==> src/rtl/mem_port_arbiter_if.sv <==
// mem_port_arbiter_if
//   Bundles the fetch requester, load/store requester and unified memory
//   port signals that meet at the memory port arbiter.
//   master : arbiter view (takes requests and mem_ready/mem_rdata, drives acks and mem_*)
//   slave  : environment view (requesters plus memory)
//   Fetch   : if_req, if_addr -> if_ack, if_rdata, if_err
//   Data    : d_req, d_we, d_be, d_addr, d_wdata -> d_ack, d_rdata, d_err
//   Memory  : mem_valid, mem_we, mem_be, mem_addr, mem_wdata <- mem_ready, mem_rdata
interface mem_port_arbiter_if;
    logic        if_req;
    logic [31:0] if_addr;
    logic        if_ack;
    logic [31:0] if_rdata;
    logic        if_err;

    logic        d_req;
    logic        d_we;
    logic [3:0]  d_be;
    logic [31:0] d_addr;
    logic [31:0] d_wdata;
    logic        d_ack;
    logic [31:0] d_rdata;
    logic        d_err;

    logic        mem_valid;
    logic        mem_we;
    logic [3:0]  mem_be;
    logic [31:0] mem_addr;
    logic [31:0] mem_wdata;
    logic        mem_ready;
    logic [31:0] mem_rdata;

    modport master (
        input  if_req, if_addr,
        output if_ack, if_rdata, if_err,
        input  d_req, d_we, d_be, d_addr, d_wdata,
        output d_ack, d_rdata, d_err,
        output mem_valid, mem_we, mem_be, mem_addr, mem_wdata,
        input  mem_ready, mem_rdata
    );

    modport slave (
        output if_req, if_addr,
        input  if_ack, if_rdata, if_err,
        output d_req, d_we, d_be, d_addr, d_wdata,
        input  d_ack, d_rdata, d_err,
        input  mem_valid, mem_we, mem_be, mem_addr, mem_wdata,
        output mem_ready, mem_rdata
    );
endinterface

==> src/rtl/mem_port_arbiter.sv <==
// mem_port_arbiter
//   Shares one memory port between instruction fetch (I) and load/store (D).
//   Each access runs IDLE -> BUSY -> ACK -> IDLE; every output is registered.
//   D wins ties until STARVE_LIMIT consecutive D grants have passed over a
//   pending fetch, then I is forced through. A BUSY access with no mem_ready
//   for TIMEOUT cycles is aborted and acked with err=1 (TIMEOUT=0 disables).
// Ports
//   clk   : clock, all state updates on posedge
//   reset : asynchronous, active-high
//   bus   : mem_port_arbiter_if.master (fetch, data and memory handshakes)
//
// state | meaning
// IDLE  | no access in flight, arbitrate pending requests
// BUSY  | mem_valid held with latched request fields, waiting for mem_ready
// ACK   | one-cycle ack pulse to the owner, no arbitration
module mem_port_arbiter #(
    parameter int STARVE_LIMIT = 4,
    parameter int TIMEOUT      = 64
) (
    input  logic                clk,
    input  logic                reset,
    mem_port_arbiter_if.master  bus
);
    localparam int SW = $clog2(STARVE_LIMIT + 1);

    typedef enum logic [1:0] {
        S_IDLE,
        S_BUSY,
        S_ACK
    } state_t;

    state_t        state;
    logic          owner_d;
    logic [SW-1:0] starve_cnt;
    logic [7:0]    tmo_cnt;
    logic          grant_d;
    logic          tmo_hit;

    assign grant_d = bus.d_req && (!bus.if_req || (starve_cnt < SW'(STARVE_LIMIT)));
    // tmo_cnt is 0 in the first BUSY cycle, so the abort edge is at count TIMEOUT-1
    assign tmo_hit = (TIMEOUT != 0) && (tmo_cnt == 8'(TIMEOUT - 1));

    always_ff @(posedge clk or posedge reset) begin
        if (reset) begin
            state         <= S_IDLE;
            owner_d       <= 1'b0;
            starve_cnt    <= '0;
            tmo_cnt       <= '0;
            bus.if_ack    <= 1'b0;
            bus.if_rdata  <= '0;
            bus.if_err    <= 1'b0;
            bus.d_ack     <= 1'b0;
            bus.d_rdata   <= '0;
            bus.d_err     <= 1'b0;
            bus.mem_valid <= 1'b0;
            bus.mem_we    <= 1'b0;
            bus.mem_be    <= '0;
            bus.mem_addr  <= '0;
            bus.mem_wdata <= '0;
        end else begin
            case (state)
                S_IDLE: begin
                    if (bus.if_req || bus.d_req) begin
                        state         <= S_BUSY;
                        tmo_cnt       <= '0;
                        bus.mem_valid <= 1'b1;
                        if (grant_d) begin
                            owner_d       <= 1'b1;
                            bus.mem_we    <= bus.d_we;
                            bus.mem_be    <= bus.d_we ? bus.d_be : 4'hF;
                            bus.mem_addr  <= bus.d_addr;
                            bus.mem_wdata <= bus.d_we ? bus.d_wdata : 32'd0;
                            if (!bus.if_req) begin
                                starve_cnt <= '0;
                            end else if (starve_cnt != SW'(STARVE_LIMIT)) begin
                                starve_cnt <= starve_cnt + SW'(1);
                            end
                        end else begin
                            owner_d       <= 1'b0;
                            bus.mem_we    <= 1'b0;
                            bus.mem_be    <= 4'hF;
                            bus.mem_addr  <= bus.if_addr;
                            bus.mem_wdata <= 32'd0;
                            starve_cnt    <= '0;
                        end
                    end
                end

                S_BUSY: begin
                    // ready has priority over a timeout landing on the same edge
                    if (bus.mem_ready || tmo_hit) begin
                        state         <= S_ACK;
                        bus.mem_valid <= 1'b0;
                        bus.mem_we    <= 1'b0;
                        bus.mem_be    <= '0;
                        bus.mem_addr  <= '0;
                        bus.mem_wdata <= '0;
                        if (owner_d) begin
                            bus.d_ack   <= 1'b1;
                            bus.d_rdata <= (bus.mem_ready && !bus.mem_we) ? bus.mem_rdata : 32'd0;
                            bus.d_err   <= !bus.mem_ready;
                        end else begin
                            bus.if_ack   <= 1'b1;
                            bus.if_rdata <= bus.mem_ready ? bus.mem_rdata : 32'd0;
                            bus.if_err   <= !bus.mem_ready;
                        end
                    end else begin
                        tmo_cnt <= tmo_cnt + 8'd1;
                    end
                end

                S_ACK: begin
                    state        <= S_IDLE;
                    bus.if_ack   <= 1'b0;
                    bus.if_rdata <= '0;
                    bus.if_err   <= 1'b0;
                    bus.d_ack    <= 1'b0;
                    bus.d_rdata  <= '0;
                    bus.d_err    <= 1'b0;
                end

                default: state <= S_IDLE;
            endcase
        end
    end
endmodule

==> src/flat_wrapper.sv <==
// flat-port wrapper written by rule: the top's interface ports become plain ports
module mem_port_arbiter_flat 
#(
    parameter int STARVE_LIMIT = 4,
    parameter int TIMEOUT      = 64
)
  (clk, reset, bus_if_req, bus_if_addr, bus_if_ack, bus_if_rdata, bus_if_err, bus_d_req, bus_d_we, bus_d_be, bus_d_addr, bus_d_wdata, bus_d_ack, bus_d_rdata, bus_d_err, bus_mem_valid, bus_mem_we, bus_mem_be, bus_mem_addr, bus_mem_wdata, bus_mem_ready, bus_mem_rdata);
  mem_port_arbiter_if bus_i ();
  input  logic clk;
  input  logic reset;
  input wire logic [$bits(bus_i.if_req)-1:0] bus_if_req;
  input wire logic [$bits(bus_i.if_addr)-1:0] bus_if_addr;
  output wire logic [$bits(bus_i.if_ack)-1:0] bus_if_ack;
  output wire logic [$bits(bus_i.if_rdata)-1:0] bus_if_rdata;
  output wire logic [$bits(bus_i.if_err)-1:0] bus_if_err;
  input wire logic [$bits(bus_i.d_req)-1:0] bus_d_req;
  input wire logic [$bits(bus_i.d_we)-1:0] bus_d_we;
  input wire logic [$bits(bus_i.d_be)-1:0] bus_d_be;
  input wire logic [$bits(bus_i.d_addr)-1:0] bus_d_addr;
  input wire logic [$bits(bus_i.d_wdata)-1:0] bus_d_wdata;
  output wire logic [$bits(bus_i.d_ack)-1:0] bus_d_ack;
  output wire logic [$bits(bus_i.d_rdata)-1:0] bus_d_rdata;
  output wire logic [$bits(bus_i.d_err)-1:0] bus_d_err;
  output wire logic [$bits(bus_i.mem_valid)-1:0] bus_mem_valid;
  output wire logic [$bits(bus_i.mem_we)-1:0] bus_mem_we;
  output wire logic [$bits(bus_i.mem_be)-1:0] bus_mem_be;
  output wire logic [$bits(bus_i.mem_addr)-1:0] bus_mem_addr;
  output wire logic [$bits(bus_i.mem_wdata)-1:0] bus_mem_wdata;
  input wire logic [$bits(bus_i.mem_ready)-1:0] bus_mem_ready;
  input wire logic [$bits(bus_i.mem_rdata)-1:0] bus_mem_rdata;
  assign bus_i.if_req = bus_if_req;
  assign bus_i.if_addr = bus_if_addr;
  assign bus_if_ack = bus_i.if_ack;
  assign bus_if_rdata = bus_i.if_rdata;
  assign bus_if_err = bus_i.if_err;
  assign bus_i.d_req = bus_d_req;
  assign bus_i.d_we = bus_d_we;
  assign bus_i.d_be = bus_d_be;
  assign bus_i.d_addr = bus_d_addr;
  assign bus_i.d_wdata = bus_d_wdata;
  assign bus_d_ack = bus_i.d_ack;
  assign bus_d_rdata = bus_i.d_rdata;
  assign bus_d_err = bus_i.d_err;
  assign bus_mem_valid = bus_i.mem_valid;
  assign bus_mem_we = bus_i.mem_we;
  assign bus_mem_be = bus_i.mem_be;
  assign bus_mem_addr = bus_i.mem_addr;
  assign bus_mem_wdata = bus_i.mem_wdata;
  assign bus_i.mem_ready = bus_mem_ready;
  assign bus_i.mem_rdata = bus_mem_rdata;
  mem_port_arbiter #(.STARVE_LIMIT(STARVE_LIMIT), .TIMEOUT(TIMEOUT)) u_core (.clk(clk), .reset(reset), .bus(bus_i));
endmodule
==> config.mk <==
export PLATFORM = sky130hd
export DESIGN_NAME = mem_port_arbiter_flat
export DESIGN_NICKNAME = d
export VERILOG_FILES = /design/src/rtl/mem_port_arbiter_if.sv /design/src/rtl/mem_port_arbiter.sv /design/src/flat_wrapper.sv
export SDC_FILE = /design/constraint.sdc
export NUM_CORES = 1
export LEC_CHECK = 0
export ABC_AREA = 1
export CAP_MARGIN = 20
export CORE_MARGIN = 8
export CORE_UTILIZATION = 48
export DETAILED_ROUTE_END_ITERATION = 8
export PLACE_DENSITY_LB_ADDON = 0.08
export SLEW_MARGIN = 20
export SYNTH_ARGS = -nofsm -noshare
export SYNTH_HDL_FRONTEND = slang
export SYNTH_SLANG_ARGS = --single-unit
==> constraint.sdc <==
create_clock -name clk -period 8.3 [get_ports clk]
set_input_delay 1.245 -clock clk [delete_from_list [all_inputs] [get_ports clk]]
set_output_delay 1.245 -clock clk [all_outputs]
set_load 0.05 [all_outputs]
# [After elaboration in Yosys (flattened, before gate mapping)]
# Cells that the tools add are included.
# W data, S select, Z words.
[word_totals] output_inout_bits=138 inputBits=138 register_bits=152 word_cells=95
[op_classes] magnitude_cmp=1 muxes=49 n_reduce_logical=18 eq_ne=10 add_sub_neg=2
[op_table] op="$mux W32" count=12
[op_table] op="$pmux W32 S2" count=4
[op_table] op="$mux W4" count=4
[op_table] op="$mux W8" count=2
[op_table] op="$pmux W8 S2" count=1
[op_table] op="$reduce_and A3 Y1" count=5
[op_table] op="$mux W1" count=13
[op_table] op="$pmux W1 S2" count=6
[op_table] op="$mux W3" count=3
[op_table] op="$add A8 B1 Y8 const B" count=1
[op_table] op="$eq A8 B6 Y1 const B" count=1
[op_table] op="$pmux W4 S2" count=1
[op_table] op="$ne A2 B1 Y1 const B" count=3
[op_table] op="$ne A3 B3 Y1 const B" count=2
[op_table] op="$mux W2" count=2
[op_table] op="$ne A2 B2 Y1 const B" count=2
[op_table] op="$pmux W2 S2" count=1
[op_table] op="$reduce_and A2 Y1" count=2
[op_table] op="$reduce_bool A2 Y1" count=2
[op_table] op="$add A3 B1 Y3 const B" count=1
[op_table] op="$logic_not A1 Y1" count=3
[op_table] op="$logic_or A1 B1 Y1" count=3
[op_table] op="$lt A3 B3 Y1 const B" count=1
[op_table] op="$eq A2 B1 Y1 const B" count=1
[op_table] op="3 further kinds" count=4

# [Longest topological paths before layout]
[depth] ltp_word=6 depth_mapped=10 depth_no_buf=9

# [Worst setup path before layout]
# No wires, ideal clock.
[synth_timing] path_type="input to register" start="input bus_if_req" end="register u_core.bus.mem_wdata[10]" setup_time_ps=118 path_buffers=2 stages=6 slack_ps=6125 t_required_ps=8182 arrival_time_ps=2057 path_cell_list="o21ai_1 -> o21ai_2 -> buf_4 -> buf_4 -> nand4_1 -> nand2_1"
[synth_via] elab_chain_cells=6 elab_cells_between_ends=9 classes_between="1 x eq/ne; 3 x mux; 5 x reduce/logical"
[synth_lines] item="start: declaration" line_no="flat_wrapper.sv:11" text="input wire logic [$bits(bus_i.if_req)-1:0] bus_if_req;"
[synth_lines] item="$logic_not A1 Y1"
[synth_lines] item="$logic_or A1 B1 Y1" line_no="mem_port_arbiter.sv:39" text="assign grant_d = bus.d_req && (!bus.if_req || (starve_cnt < SW'(STARVE_LIMIT)));"
[synth_lines] item="$logic_and A1 B1 Y1" line_no="mem_port_arbiter.sv:39"
[synth_lines] item="$mux W32" line_no="mem_port_arbiter.sv:67" text="if (grant_d) begin"
[synth_lines] item="$mux W32" line_no="mem_port_arbiter.sv:63" text="if (bus.if_req || bus.d_req) begin"
[synth_lines] item="$pmux W32 S2" line_no="mem_port_arbiter.sv:61" text="case (state)"
[synth_lines] item="end signal: assignment" line_no="mem_port_arbiter.sv:72" text="bus.mem_wdata <= bus.d_we ? bus.d_wdata : 32'd0;"
[synth_lines] item="end: declaration" line_no="mem_port_arbiter_if.sv:38" text="output mem_valid, mem_we, mem_be, mem_addr, mem_wdata,"
# Parallel ways exist; a longest one is shown, timed or not. The select of a mux whose other input is x is not followed.
# A chain may end at the register's enable or synchronous reset.

# [Worst setup path after layout]
[layout_timing] start="input bus_mem_ready" end="register u_core.bus.if_rdata[6]"
[layout_via] elab_chain_cells=4 elab_cells_between_ends=7 classes_between="1 x eq/ne; 4 x mux; 2 x reduce/logical"
[layout_lines] item="start: declaration" line_no="flat_wrapper.sv:29" text="input wire logic [$bits(bus_i.mem_ready)-1:0] bus_mem_ready;"
[layout_lines] item="$mux W32" line_no="mem_port_arbiter.sv:104" text="bus.if_rdata <= bus.mem_ready ? bus.mem_rdata : 32'd0;"
[layout_lines] item="$mux W32" line_no="mem_port_arbiter.sv:98" text="if (owner_d) begin"
[layout_lines] item="$mux W32" line_no="mem_port_arbiter.sv:91" text="if (bus.mem_ready || tmo_hit) begin"
[layout_lines] item="$pmux W32 S2" line_no="mem_port_arbiter.sv:61"
[layout_lines] item="end signal: assignment" line_no="mem_port_arbiter.sv:104"
[layout_lines] item="end: declaration" line_no="mem_port_arbiter_if.sv:35" text="output if_ack, if_rdata, if_err,"
# Parallel ways exist; a longest one is shown, timed or not. The select of a mux whose other input is x is not followed.

==> results.rst <==
.. list-table::
   :header-rows: 1

   * - Metric
     - Value
   * - Most repeated cell in the gate-level netlist after synthesis
     - nand2_1
   * - Synthesized area
     - 7391 um^2
   * - GR Overflow Total
     - 0
   * - Placer's final routability congestion estimate
     - ~0.8
   * - Tightest slew margin relative to the limit
     - 0.2988
   * - Initial Util
     - 0.4880
   * - Clock sink count
     - 152
   * - Largest net degree at the start of global routing
     - 108
   * - Number of pins exceeding their max-slew limit in the final report
     - 0
   * - TritonCTS clock tree
     - built
   * - Core area
     - 15150 um^2
   * - Share of synthesized area occupied by flip-flops and latches
     - 0.5146
   * - Die H
     - 140.1 um
   * - Leakage dissipation
     - 0.005255 uW
   * - Core Rows
     - 45
   * - Highest-delay cell along the critical path
     - nand3_2
   * - Synth top area share
     - 0.5146
   * - Max clock buf depth
     - 2
   * - Worst VDD drop
     - 0.3589 mV
   * - Instance count on the critical path
     - 7
   * - Worst setup path category
     - in2reg
   * - Cell mode on critical path
     - nand2_1
   * - Shortest clock period the worst path allows after layout
     - around 3.9 ns
   * - Yosys Warn Count
     - 0
   * - Floorplan die width
     - 140.1 um
   * - R2r startpoint
     - u_core.state[1]$_DFFE_PP0P_
   * - List of cells traversed by the critical path
     - clkdlybuf4s50_1, inv_1, nand3_4, buf_4, nand3_2, nand2_1, nand2_1
   * - Start point of the worst hold path
     - u_core.bus.d_rdata[21]$_DFFE_PP0P_
   * - Estimated wirelength of the detail-placed design
     - 14.92 mm
   * - Overall power consumption
     - between 4000 and 5000 uW
   * - Final hold violation count
     - 0
   * - Final setup violating endpoints
     - 0
   * - Mean post-synth cell area
     - between 8 and 9 um^2
   * - CP Data Required Time
     - 8.60 ns
   * - Critical path arrival
     - approximately 4.2 ns
   * - Reg2Reg Setup Slack
     - 4.70 ns
   * - Asr flop ratio synth
     - 1.000
   * - Cell family with most CP delay
     - buffers and inverters
   * - Number of maximum-capacitance constraint violations
     - 0
   * - Pwr/cell area
     - 444.9 nW/um^2
   * - Multi-input logic area
     - ~2900 um^2
   * - Initial DRT Pass Iterations
     - 5
   * - Highest net fanout along the worst path
     - 96
   * - Number of global-route vias before repair
     - slightly below 7k
   * - Buffer cell driving the clock tree root
     - clkbuf_16
   * - Layout Area Growth over Synthesis
     - 45.49%
   * - Leading post-synthesis cells by instance count
     - 320 x nand2_1, 152 x dfrtp_1, 102 x nand4_1
   * - Routed len/inst
     - approximately 16 um
   * - Maximum clock frequency
     - ~260 MHz
   * - Proportion of layout cells with a drive suffix above 1
     - 0.04393
   * - Cell count of the worst hold path
     - 2
   * - Most used DFF post-synth
     - dfrtp_1
   * - End of the worst hold path
     - u_core.bus.d_rdata[21]$_DFFE_PP0P_
   * - Register Area
     - 3804 um^2
   * - Total CTS buffers
     - 17
   * - Number of hold-repair buffers added at the cts stage
     - 0
   * - Post-synthesis cell count
     - 919
   * - # IOs
     - 276
   * - Number of buffer and inverter instances along the worst setup path
     - 3
   * - Unique cell type count in the Yosys netlist
     - 27
   * - Residual DRC count
     - 0
   * - DRT Wirelength
     - 21.98 mm
   * - GRT Resource Usage Total
     - 0.2269
   * - Final critical-path share of the clock period
     - 0.4645
   * - R2R depth
     - 6
   * - Filler instances
     - 1199
   * - H-tree Lvls
     - 4
   * - Count of instances resized after the clock tree is built
     - 0
   * - Net count reported at finish
     - 1294
   * - Seq cells post-synth
     - around 150
   * - Initial drt markers
     - 511
   * - Cell types occupying the most area after synthesis
     - dfrtp_1 51%, nand2_1 16%, nand4_1 8.6%
   * - Wire length of the first global-routing pass
     - 36.05 mm
   * - Insertion delay of the later-clocked pin in the worst-skew pair
     - approximately 0.42 ns
   * - Critical R2R Capture
     - u_core.bus.mem_addr[12]$_DFFE_PP0P_
   * - # diodes
     - 0
   * - Setup skew after layout
     - between 0.009 and 0.01 ns
   * - Number of flops mapped to enable cells by yosys
     - 0
   * - Setup repair after global routing missed its margin
     - false
   * - Summed negative setup slack over all endpoints
     - 0 ns
   * - Hold Crit Class
     - reg2reg
   * - Worst Setup Start Kind
     - primary input
   * - Area of the die
     - 19620 um^2
   * - Clock-pin slew on the worst setup and hold paths
     - about 0.06 ns
   * - Crit end category
     - register
   * - CP peak stage delay
     - about 0.87 ns
   * - Vias/cell
     - 5.145
   * - Status
     - completed
   * - Number of port buffers
     - between 200 and 300
   * - Initial antenna violation count
     - 0
   * - Buffers inserted by post-CTS timing repair
     - 0
   * - Largest area contributor in the netlist
     - dfrtp_1
   * - Actual transition at the worst max-transition pin
     - 1.048 ns
   * - Synth Net Count
     - 1063
   * - Antenna-violating nets left
     - 0
   * - Total via count in the routed design
     - between 6k and 7k
-- worst max-delay path by stage --
stage                  startpoint                                   to  slack, ns
global placement    bus_mem_ready         u_core.bus.d_err$_DFFE_PP0P_       4.15
CTS                 bus_mem_ready   u_core.bus.if_rdata[6]$_DFFE_PP0P_       4.50
global route        bus_mem_ready  u_core.bus.if_rdata[28]$_DFFE_PP0P_       4.19
detailed placement  bus_mem_ready  u_core.bus.if_rdata[12]$_DFFE_PP0P_       4.10
floorplan                   reset         u_core.bus.d_ack$_DFFE_PP0P_       2.96
finish              bus_mem_ready   u_core.bus.if_rdata[6]$_DFFE_PP0P_       4.44
-- through the flow --
stage	std cells	utilization	instance area [um^2]	worst slack, ns	hold WS (ns)
6_report	1349	0.7100	10750	4.445	0.4686
5_1_grt	1349	0.7100	10750	4.188	0.4861
4_1_cts	1349	0.7096	10750	4.503	0.4722
3_5_place_dp	1319	0.6664	10090	4.096	0.4578
3_3_place_gp	1319	0.6664	10090	4.145	0.4524
2_1_floorplan	919	-	7391	2.962	0.4681
-- layout make-up --
type	instances	share of cell area
Timing Repair Buffer	283	0.2616
Inverter	89	0.03153
Clock buffer	17	0.03956
Clock inverter	13	0.02129
Multi-Input combinational cell	607	0.2704
Tap cell	188	0.02188
Sequential cell	152	0.3537
-- tightest hold or removal path: stages (launching register included) --
cell     delay [ns]
dfrtp_1        0.34
nand2_1        0.05
nand2_1        0.04
-- routing by layer --
layer / global-route usage / wire length [um] / up-vias
li1: - / - / 3482
met1: 0.2847 / 9411 / 3215
met2: 0.3757 / 10810 / 222
met3: 0.05844 / 1409 / 22
met4: 0.07429 / 356 / 0
met5: 0 / 0 / -
-- kinds of logic after synthesis --
| group | after synthesis | synth area share |
|---|---|---|
| buffers and inverters | 160 | 0.09531 |
| AOI/OAI and AO/OA | 83 | 0.06873 |
| adders and majority gates | 6 | 0.01016 |
| and+or+nand+nor | 518 | 0.3112 |
| DFF | 152 | 0.5146 |
-- registers in the layout, summed over array words and instances, names as in the netlist --
| register | flops |
|---|---|
| u_core.bus.d_rdata | 32 |
| u_core.bus.if_rdata | 32 |
| u_core.bus.mem_addr | 32 |
| u_core.bus.mem_wdata | 32 |
| u_core.tmo_cnt | 8 |
| u_core.bus.mem_be | 4 |
| u_core.starve_cnt | 3 |
| u_core.state | 2 |
| u_core.bus.d_ack | 1 |
| u_core.bus.d_err | 1 |
| u_core.bus.if_ack | 1 |
| u_core.bus.if_err | 1 |
| u_core.bus.mem_valid | 1 |
| u_core.bus.mem_we | 1 |
| u_core.owner_d | 1 |
-- power by group --
group	switching (uW)	leakage [uW]	internal [uW]
Clock	302	0.000307	559
Sequential	164	0.00199	1050
Combinational	1930	0.00295	781
Total	2390	0.00525	2390
-- cell usage in the layout, fill, tap and decap left out, types with 2 or more instances in the layout --
cell,instances
nand2_1,319
clkinvlp_4,4
nand2_4,2
dfrtp_1,152
nand3_1,8
inv_1,86
ha_1,5
clkbuf_16,17
buf_4,8
o22ai_1,2
clkinv_2,2
nor2_1,47
nand3_2,3
bufinv_16,6
nor3_1,33
nand4_1,102
o211ai_1,32
clkdlybuf4s50_1,275
o21ai_0,45
Note: power is estimated with default switching activity, not from simulation.
